File: src/rtl/kgp_pkg.sv
// ---------------------------------------------------------------------------
// kgp_pkg
//   Constants shared across the KGPRisc register-file slice.
//   DEF_DW / DEF_AW : default data and address widths (32 x 32 register file)
//   NUM_WR          : number of write ports (ALU writeback + load writeback)
//   W_ALU / W_LOAD  : write-port indices; W_LOAD has priority on collisions
//   REG_ZERO        : index of the optionally hardwired-zero register
// ---------------------------------------------------------------------------
package kgp_pkg;

  localparam int DEF_DW   = 32;
  localparam int DEF_AW   = 5;

  localparam int NUM_WR   = 2;
  localparam int W_ALU    = 0;
  localparam int W_LOAD   = 1;

  localparam int REG_ZERO = 0;

endpackage : kgp_pkg

File: src/rtl/regfile_mp_if.sv
// ---------------------------------------------------------------------------
// regfile_mp_if
//   Bus between decode/writeback and the multi-port register file.
//   wr_en     [2]       write enables, bit W_ALU / bit W_LOAD
//   wr_addr   [2*AW]    {W1,W0} write addresses
//   wr_data   [2*DW]    {W1,W0} write data
//   rd_addr   [NR*AW]   read addresses, port k at [k*AW +: AW]
//   rd_data   [NR*DW]   read data,      port k at [k*DW +: DW]
//   rd_busy   [NR]      per-port "register awaits a pending write"
//   busy_set / busy_addr  mark a register as owned by an in-flight producer
//   master : pipeline side (drives writes, read addresses, busy marks)
//   slave  : register file
// ---------------------------------------------------------------------------
interface regfile_mp_if
  import kgp_pkg::*;
#(
  parameter int DW = DEF_DW,
  parameter int AW = DEF_AW,
  parameter int NR = 2
);

  logic [NUM_WR-1:0]    wr_en;
  logic [NUM_WR*AW-1:0] wr_addr;
  logic [NUM_WR*DW-1:0] wr_data;
  logic [NR*AW-1:0]     rd_addr;
  logic [NR*DW-1:0]     rd_data;
  logic [NR-1:0]        rd_busy;
  logic                 busy_set;
  logic [AW-1:0]        busy_addr;

  modport master (
    output wr_en, wr_addr, wr_data, rd_addr, busy_set, busy_addr,
    input  rd_data, rd_busy
  );

  modport slave (
    input  wr_en, wr_addr, wr_data, rd_addr, busy_set, busy_addr,
    output rd_data, rd_busy
  );

endinterface : regfile_mp_if

File: src/rtl/regfile_rd_port.sv
// ---------------------------------------------------------------------------
// regfile_rd_port
//   One combinational read port: storage mux, write->read bypass and
//   bypass-aware busy lookup.
//   rd_addr   in   AW              address read by this port
//   regs      in   DW x 2**AW      current register contents
//   busy      in   2**AW           scoreboard busy bits
//   wr_en     in   NUM_WR          effective write enables (dropped R0 writes
//                                  already masked off by the top)
//   wr_addr   in   AW x NUM_WR     write addresses
//   wr_data   in   DW x NUM_WR     write data
//   rd_data   out  DW              read result (write-first)
//   rd_busy   out  1               busy and not written back this cycle
// ---------------------------------------------------------------------------
module regfile_rd_port
  import kgp_pkg::*;
#(
  parameter int DW       = DEF_DW,
  parameter int AW       = DEF_AW,
  parameter bit ZERO_REG = 1'b1
) (
  input  logic [AW-1:0]     rd_addr,
  input  logic [DW-1:0]     regs    [2**AW],
  input  logic [2**AW-1:0]  busy,
  input  logic [NUM_WR-1:0] wr_en,
  input  logic [AW-1:0]     wr_addr [NUM_WR],
  input  logic [DW-1:0]     wr_data [NUM_WR],
  output logic [DW-1:0]     rd_data,
  output logic              rd_busy
);

  logic [NUM_WR-1:0] hit;
  logic              is_zero;

  // NOTE: every output of a combinational block gets a default before any
  // conditional assignment, otherwise synthesis infers a latch.
  always_comb begin
    hit = '0;
    for (int j = 0; j < NUM_WR; j++) begin
      hit[j] = wr_en[j] && (wr_addr[j] == rd_addr);
    end

    is_zero = ZERO_REG && (rd_addr == AW'(REG_ZERO));

    // Write-first: a same-cycle write overrides storage; the load port is
    // evaluated last so it wins when both ports target this address.
    rd_data = regs[rd_addr];
    if (hit[W_ALU])  rd_data = wr_data[W_ALU];
    if (hit[W_LOAD]) rd_data = wr_data[W_LOAD];
    if (is_zero)     rd_data = '0;

    // A consumer may proceed in the very cycle its producer writes back.
    rd_busy = busy[rd_addr] && !(|hit) && !is_zero;
  end

endmodule : regfile_rd_port

File: src/rtl/regfile_mp.sv
// ---------------------------------------------------------------------------
// regfile_mp
//   Parametrised multi-port register file with a per-register busy
//   scoreboard. Two write ports (ALU = W0, load = W1, load wins on
//   collision), NR combinational read ports with write->read bypass,
//   optional hardwired-zero R0 and synchronous clear.
//   clk    in   rising-edge clock
//   reset  in   synchronous, active-high; clears all registers and busy bits,
//               overriding writes and busy_set in the same cycle
//   bus    regfile_mp_if.slave (write ports, read ports, busy mark)
// ---------------------------------------------------------------------------
module regfile_mp
  import kgp_pkg::*;
#(
  parameter int DW       = DEF_DW,
  parameter int AW       = DEF_AW,
  parameter int NR       = 2,
  parameter bit ZERO_REG = 1'b1
) (
  input  logic         clk,
  input  logic         reset,
  regfile_mp_if.slave  bus
);

  localparam int DEPTH = 2**AW;

  // Unpacked views of the flattened write bus.
  logic [AW-1:0]     wr_addr [NUM_WR];
  logic [DW-1:0]     wr_data [NUM_WR];
  logic [NUM_WR-1:0] wr_en_eff;
  logic              busy_set_eff;

  logic [DW-1:0]     regs_q  [DEPTH];
  logic [DW-1:0]     regs_d  [DEPTH];
  logic [DEPTH-1:0]  busy_q;
  logic [DEPTH-1:0]  busy_d;

  logic [NR*DW-1:0]  rd_data_flat;
  logic [NR-1:0]     rd_busy_flat;

  // A write to the hardwired-zero register is dropped entirely, so it
  // neither updates storage, nor bypasses, nor clears a busy bit.
  always_comb begin
    for (int j = 0; j < NUM_WR; j++) begin
      wr_addr[j]   = bus.wr_addr[j*AW +: AW];
      wr_data[j]   = bus.wr_data[j*DW +: DW];
      wr_en_eff[j] = bus.wr_en[j] && !(ZERO_REG && (wr_addr[j] == AW'(REG_ZERO)));
    end
    busy_set_eff = bus.busy_set && !(ZERO_REG && (bus.busy_addr == AW'(REG_ZERO)));
  end

  // NOTE: combinational next-state logic uses blocking assignments so later
  // statements see earlier ones; the flops below use non-blocking only.
  always_comb begin
    regs_d = regs_q;
    busy_d = busy_q;
    // Ascending port order makes W_LOAD the last writer on an address clash.
    for (int j = 0; j < NUM_WR; j++) begin
      if (wr_en_eff[j]) begin
        regs_d[wr_addr[j]] = wr_data[j];
        busy_d[wr_addr[j]] = 1'b0;
      end
    end
    // Set after clear: a newly issued producer owns the register.
    if (busy_set_eff) begin
      busy_d[bus.busy_addr] = 1'b1;
    end
  end

  // NOTE: the storage array is cleared by reset on purpose -- the pipeline
  // relies on every register reading 0 after reset, so this is a flop array,
  // not a RAM macro.
  always_ff @(posedge clk) begin
    if (reset) begin
      for (int i = 0; i < DEPTH; i++) begin
        regs_q[i] <= '0;
      end
      busy_q <= '0;
    end else begin
      for (int i = 0; i < DEPTH; i++) begin
        regs_q[i] <= regs_d[i];
      end
      busy_q <= busy_d;
    end
  end

  for (genvar k = 0; k < NR; k++) begin : g_rd
    regfile_rd_port #(
      .DW       (DW),
      .AW       (AW),
      .ZERO_REG (ZERO_REG)
    ) u_rd_port (
      .rd_addr (bus.rd_addr[k*AW +: AW]),
      .regs    (regs_q),
      .busy    (busy_q),
      .wr_en   (wr_en_eff),
      .wr_addr (wr_addr),
      .wr_data (wr_data),
      .rd_data (rd_data_flat[k*DW +: DW]),
      .rd_busy (rd_busy_flat[k])
    );
  end

  assign bus.rd_data = rd_data_flat;
  assign bus.rd_busy = rd_busy_flat;

endmodule : regfile_mp

File: src/flat_wrapper.sv
// flat-port wrapper written by rule: the top's interface ports become plain ports
module regfile_mp_flat import kgp_pkg::*;
#(
  parameter int DW       = DEF_DW,
  parameter int AW       = DEF_AW,
  parameter int NR       = 2,
  parameter bit ZERO_REG = 1'b1
)
  (clk, reset, bus_wr_en, bus_wr_addr, bus_wr_data, bus_rd_addr, bus_busy_set, bus_busy_addr, bus_rd_data, bus_rd_busy);
  regfile_mp_if #(.DW(DW), .AW(AW), .NR(NR)) bus_i ();
  input  logic clk;
  input  logic reset;
  input wire logic [$bits(bus_i.wr_en)-1:0] bus_wr_en;
  input wire logic [$bits(bus_i.wr_addr)-1:0] bus_wr_addr;
  input wire logic [$bits(bus_i.wr_data)-1:0] bus_wr_data;
  input wire logic [$bits(bus_i.rd_addr)-1:0] bus_rd_addr;
  input wire logic [$bits(bus_i.busy_set)-1:0] bus_busy_set;
  input wire logic [$bits(bus_i.busy_addr)-1:0] bus_busy_addr;
  output wire logic [$bits(bus_i.rd_data)-1:0] bus_rd_data;
  output wire logic [$bits(bus_i.rd_busy)-1:0] bus_rd_busy;
  assign bus_i.wr_en = bus_wr_en;
  assign bus_i.wr_addr = bus_wr_addr;
  assign bus_i.wr_data = bus_wr_data;
  assign bus_i.rd_addr = bus_rd_addr;
  assign bus_i.busy_set = bus_busy_set;
  assign bus_i.busy_addr = bus_busy_addr;
  assign bus_rd_data = bus_i.rd_data;
  assign bus_rd_busy = bus_i.rd_busy;
  regfile_mp #(.DW(DW), .AW(AW), .NR(NR), .ZERO_REG(ZERO_REG)) u_core (.clk(clk), .reset(reset), .bus(bus_i));
endmodule
File: config.mk
export PLATFORM = sky130hd
export DESIGN_NAME = regfile_mp_flat
export DESIGN_NICKNAME = d
export VERILOG_FILES = /design/src/rtl/kgp_pkg.sv /design/src/rtl/regfile_mp_if.sv /design/src/rtl/regfile_rd_port.sv /design/src/rtl/regfile_mp.sv /design/src/flat_wrapper.sv
export SDC_FILE = /design/constraint.sdc
export NUM_CORES = 2
export LEC_CHECK = 0
export BUFFER_PORTS_ARGS = -buffer_cell sky130_fd_sc_hd__buf_2
export CAP_MARGIN = 20
export CORE_UTILIZATION = 64
export DETAILED_ROUTE_END_ITERATION = 6
export GPL_TIMING_DRIVEN = 1
export PLACE_DENSITY_LB_ADDON = 0.15
export REMOVE_ABC_BUFFERS = 1
export SYNTH_ARGS = -nofsm -noshare
export SYNTH_HDL_FRONTEND = slang
export SYNTH_SLANG_ARGS = --single-unit
File: constraint.sdc
create_clock -name clk -period 4.02 [get_ports clk]
set_clock_uncertainty 0.05 [all_clocks]
set_input_delay 0.804 -clock clk [delete_from_list [all_inputs] [get_ports clk]]
set_output_delay 0.804 -clock clk [all_outputs]
set_load 0.05 [all_outputs]
# Word level (Yosys, flattened, before mapping)
# Cells that the tools add are included.
word_totals:
  in_bits: 94
  ff_bits: 1056
  elab_cells: 123
  output_inout_bits: 66
op_classes:
  mux: 33
  bitwise: 9
  eq_ne: 4
  n_reduce_logical: 30
  n_lt_le_gt_ge: 14
op_table:
  columns: ["cell", "n"]
  rows:
  - ["$bwmux W1024", 2]
  - ["$mux W1024", 2]
  - ["$mux W32", 15]
  - ["$bmux W32 S5", 2]
  - ["$demux W32 S5", 2]
  - ["$and A32 B32 Y32", 2]
  - ["$not A32 Y32", 2]
  - ["$or A32 B32 Y32", 1]
  - ["$lt A5 B6 Y1 const B", 5]
  - ["$logic_not A5 Y1", 5]
  - ["$ge A6 B6 Y1 const B", 4]
  - ["$not A5 Y6", 4]
  - ["$eq A5 B5 Y1", 4]
  - ["$logic_and A1 B1 Y1", 16]
  - ["$demux W1 S5", 3]
  - ["$ge A5 B1 Y1 const B", 3]
  - ["$lt A6 B1 Y1 const B", 2]
  - ["$bmux W1 S5", 2]
  - ["$logic_not A1 Y1", 7]
  - ["$mux W1", 5]
  - ["$reduce_or A2 Y1", 2]

# Logic depth before layout (Yosys ltp)
depth:
  depth_word: 11
  mapped_depth: 11
  mapped_depth_nobuf: 5

# Modules after synthesis
# Synthesis repeated with hierarchy kept, for this count alone.
unflattened:
  cells_unflattened: 8261
  hier_area_um2: 70687.8
by_module_without_submodules:
  columns: ["mod", "area_each_um2", "cells_each", "n_inst"]
  rows:
  - ["regfile_mp", 51747.1, 6451, 1]
  - ["regfile_rd_port", 9470.3, 905, 2]

# Worst setup path after synthesis
# Ideal clock, no wire load.
synth_timing:
  kind: "in2out"
  start: "input port bus_wr_addr[0]"
  end: "output port bus_rd_data[23]"
  path_stages: 9
  n_path_buf: 4
  t_required_ns: 3.166
  arrival_time_ns: 3.245
  slack_ns: -0.079
  path_cell_list: "buf_2 > or2_1 > buf_2 > o41ai_4 > nor4_1 > or3b_1 > buf_2 > buf_6 > o221ai_1"
synth_between:
  elab_chain_len: 7
synth_rtl:
  columns: ["item", "line", "rtl"]
  rows:
  - ["from (decl)", "flat_wrapper.sv:14", "input wire logic [$bits(bus_i.wr_addr)-1:0] bus_wr_addr;"]
  - ["$logic_not A5 Y1", "regfile_mp.sv:47", "wr_en_eff[j] = bus.wr_en[j] && !(ZERO_REG && (wr_addr[j] == AW'(REG_ZERO)));"]
  - ["$logic_not A1 Y1", "regfile_mp.sv:47", null]
  - ["$logic_and A1 B1 Y1", "regfile_mp.sv:47", null]
  - ["$logic_and A1 B1 Y1 (*)", "regfile_rd_port.sv:40", "hit[j] = wr_en[j] && (wr_addr[j] == rd_addr);"]
  - ["$mux W32 (*)", "regfile_rd_port.sv:48", "if (hit[W_ALU]) rd_data = wr_data[W_ALU];"]
  - ["$mux W32 (*)", "regfile_rd_port.sv:49", "if (hit[W_LOAD]) rd_data = wr_data[W_LOAD];"]
  - ["$mux W32 (*)", "regfile_rd_port.sv:50", "if (is_zero) rd_data = '0;"]
  - ["to (decl)", "flat_wrapper.sv:19", "output wire logic [$bits(bus_i.rd_data)-1:0] bus_rd_data;"]
# Every way passes the cells marked *; elsewhere a longest branch is shown, timed or not.

# Worst setup path after layout
layout_timing:
  start: "input port bus_rd_addr[2]"
  end: "output port bus_rd_data[11]"
layout_between:
  elab_chain_len: 7
layout_rtl:
  columns: ["item", "line", "rtl"]
  rows:
  - ["from (decl)", "flat_wrapper.sv:16", "input wire logic [$bits(bus_i.rd_addr)-1:0] bus_rd_addr;"]
  - ["$not A5 Y6 (implied by the code)", "regfile_rd_port.sv:47", "rd_data = regs[rd_addr];"]
  - ["$bmux W32 S5", "regfile_rd_port.sv:47", null]
  - ["$mux W32 (implied by the code) (2 in a row)", "regfile_rd_port.sv:47", null]
  - ["$mux W32", "regfile_rd_port.sv:48", null]
  - ["$mux W32", "regfile_rd_port.sv:49", null]
  - ["$mux W32 (*)", "regfile_rd_port.sv:50", null]
# Every way passes the cells marked *; elsewhere a longest branch is shown, timed or not. The select of a mux whose other input is x is not followed.

==> flow_metrics.tcl <==
set metrics [dict create \
    ios 160 \
    die_height_um 320 \
    hold_violations 0 \
    fin_nets 7244 \
    htreeDepth 3 \
    num_rows 116 \
    crit_slowest_cell "or3b_4" \
    vdd_drop_max_mv 0.502 \
    crit_path_end_kind "output port" \
    cpPeakStageDelay_ps 460 \
    pre_cts_ws_ps 27.2 \
    cts_setup_buffers 0 \
    fmax_mhz 248 \
    cts-buffers-inserted 114 \
    clkSinkCount 1056 \
    cts_tree "yes" \
    drc 50 \
    postRouteAntennaNets 0 \
    grt-ovfl-total 0 \
    vias 67900 \
    cpMostUsedCell "o221ai_1" \
    first_iter_violations 12800 \
    hold_ws_ps 337 \
    synth_warnings 0 \
    yosysTopAreaCell "dfxtp_1" \
    synthCells 7528 \
    crit_path_start_kind "input pin" \
    drv_slew 0 \
    hp-class "input pin to flip-flop" \
    start_util_pct 64.7 \
    drive_gt1_share_pct 17.5 \
    stdcell_count 8548 \
    synthTopCellsByArea "dfxtp_1, mux4_2, mux2i_1, a311oi_1, nor2_1" \
    violations "DRC, setup timing" \
    die_area_mm2 0.102 \
    place.port_buffers 159 \
    wl_per_cell_um 33.9 \
    power_density_mw_per_mm2 361 \
    layout_setup_ws_ps -15.9 \
    grt_pass1_vias 64200 \
    routed_via_density 7.94 \
    drt_wl_total_um 290000 \
    critical_path_peak_fanout 32 \
    yosysMostFrequentCell "nor2_1" \
    outcome "finished with violations" \
    criticalPathCategory "input pin to output port" \
    gp_congestion 1.02 \
    finalSetupViolations 1 \
    async_reset_ff_share_pct 0 \
    drt_pass1_iterations 7 \
    rsz0062_at_grt "no" \
    clk_latency_ps 750 \
    placed_cells 8332 \
    grt_max_degree 106 \
    period_share_pct 100 \
    grt_pass1_wl_um 420000 \
    period_minus_slack_ps 4040 \
    ys_ff_latch 1056 \
    grt_antenna_before_repair 9 \
    critPathRequiredTime_ps 3170 \
    utilization_pct 71.4 \
    cts-root-buf "clkbuf_16" \
    netlist_top_cells_count "nor2_1, dfxtp_1, nand2_1, clkbuf_1, mux2i_1" \
    fp.dieW_um 320 \
    drv_cap 0 \
    synthesis.area_mm2 0.0648 \
    tightest_slew_ps 1270 \
    grt_usage_pct 54.8 \
    clkTransAtPathRegs_ps 60 \
    synth.distinct_cells 57 \
    ys_seq_area_share_pct 32.6 \
    relSlewSlack_pct 15.3 \
    cts_buffer_depth 3 \
    syn_avg_cell_area_um2 8.60 \
    ys.flop_type "dfxtp_1" \
    synth_edf_count 0 \
    synthToLayoutAreaGrowth_pct 10.4 \
    hpwl_um 171000 \
    design.core.area_mm2 0.100 \
    netlist.area_leader.share_pct 32.6 \
    worstPathArrival_ps 3180 \
    leakage_nw 24.9 \
    path_cells "buf_6, or3b_4, buf_12, o221ai_1, a21oi_1, a22o_1, o221ai_1, buf_2" \
]
[final timing paths]
| check | cells past startpoint | to | from | slack, ps |
|---|---|---|---|---|
| max | 8 | bus_rd_data[11] | bus_rd_addr[2] | -20 |
| min | 3 | u_core.regs_q[555] | bus_wr_data[43] | 340 |
| max reg2reg | 2 | u_core.regs_q[654] | u_core.regs_q[654] | 3050 |
| min reg2reg | 1 | u_core.regs_q[1018] | u_core.regs_q[1018] | 430 |
[cell families (layout without fill, tap and decap cells)]
logic type / after synthesis / count (layout) / synth area share (%)
simple gates: 2454 / 2454 / 15.5
flops: 1056 / 1056 / 32.6
buf+inv: 1077 / 792 / 6.77
compound gates: 1807 / 1807 / 21.2
other cells: 0 / 7 / 0
xor+xnor: 20 / 20 / 0.270
mux: 1114 / 1114 / 23.7
[per-stage QoR]
step           total power, mW  TNS [ps]  area [um2]
2_1_floorplan             12.4  -2230590       60500
3_3_place_gp              14.4         0       67500
3_5_place_dp              14.4         0       67500
4_1_cts                   25.4         0       71400
5_1_grt                   26.1         0       71500
6_report                  25.8     -15.9       71500
[critical path, delay by kind of cell]
| kind | cells | cell delay, ps |
|---|---|---|
| AO/OA/AOI/OAI | 4 | 1070 |
| buffers and inverters | 3 | 800 |
| AND/OR/NAND/NOR | 1 | 460 |
[registers in the layout, summed over array words and instances, names as in the netlist]
signal         flops
u_core.regs_q   1024
u_core.busy_q     32
[final cells by class]
class,instances,area (um2)
antenna,7,17.5
inverter,35,131
timing repair buffer,548,4890
fill,7672,28600
clock inverter,48,646
multi-input combinational,5395,39800
clock buffer,161,3290
sequential,1056,21100
tap,1298,1620
[where the power goes]
group	internal [mW]	switching, mW	total, mW
Sequential	10.7	0.163	10.8
Combinational	1.12	2.47	3.58
Clock	6.58	4.79	11.4
[cell usage in the layout (no fill, tap or decap), types with 310 or more instances in the layout]
cell type / instances
nand3_1: 323
a311oi_1: 512
buf_4: 310
mux2i_1: 698
a211oi_1: 486
dfxtp_1: 1056
mux4_2: 326
nor2_1: 1065
a21oi_1: 320
nand2_1: 850
[metal layers]
layer | wire length [um] | part of all wire [%] | GRT usage, %
met1 | 97500 | 34 | 67.1
met2 | 113000 | 39 | 74.4
met3 | 50200 | 17 | 23.5
met4 | 29500 | 10 | 45.0
met5 | 174 | 0.060 | 0.662
[what timing repair did]
action                                  4_1_cts  5_1_grt
gates resized for setup                       0       21
endpoints found under the setup margin        0       14
hold buffers                                  0        0
(Power assumes the default switching activity.)
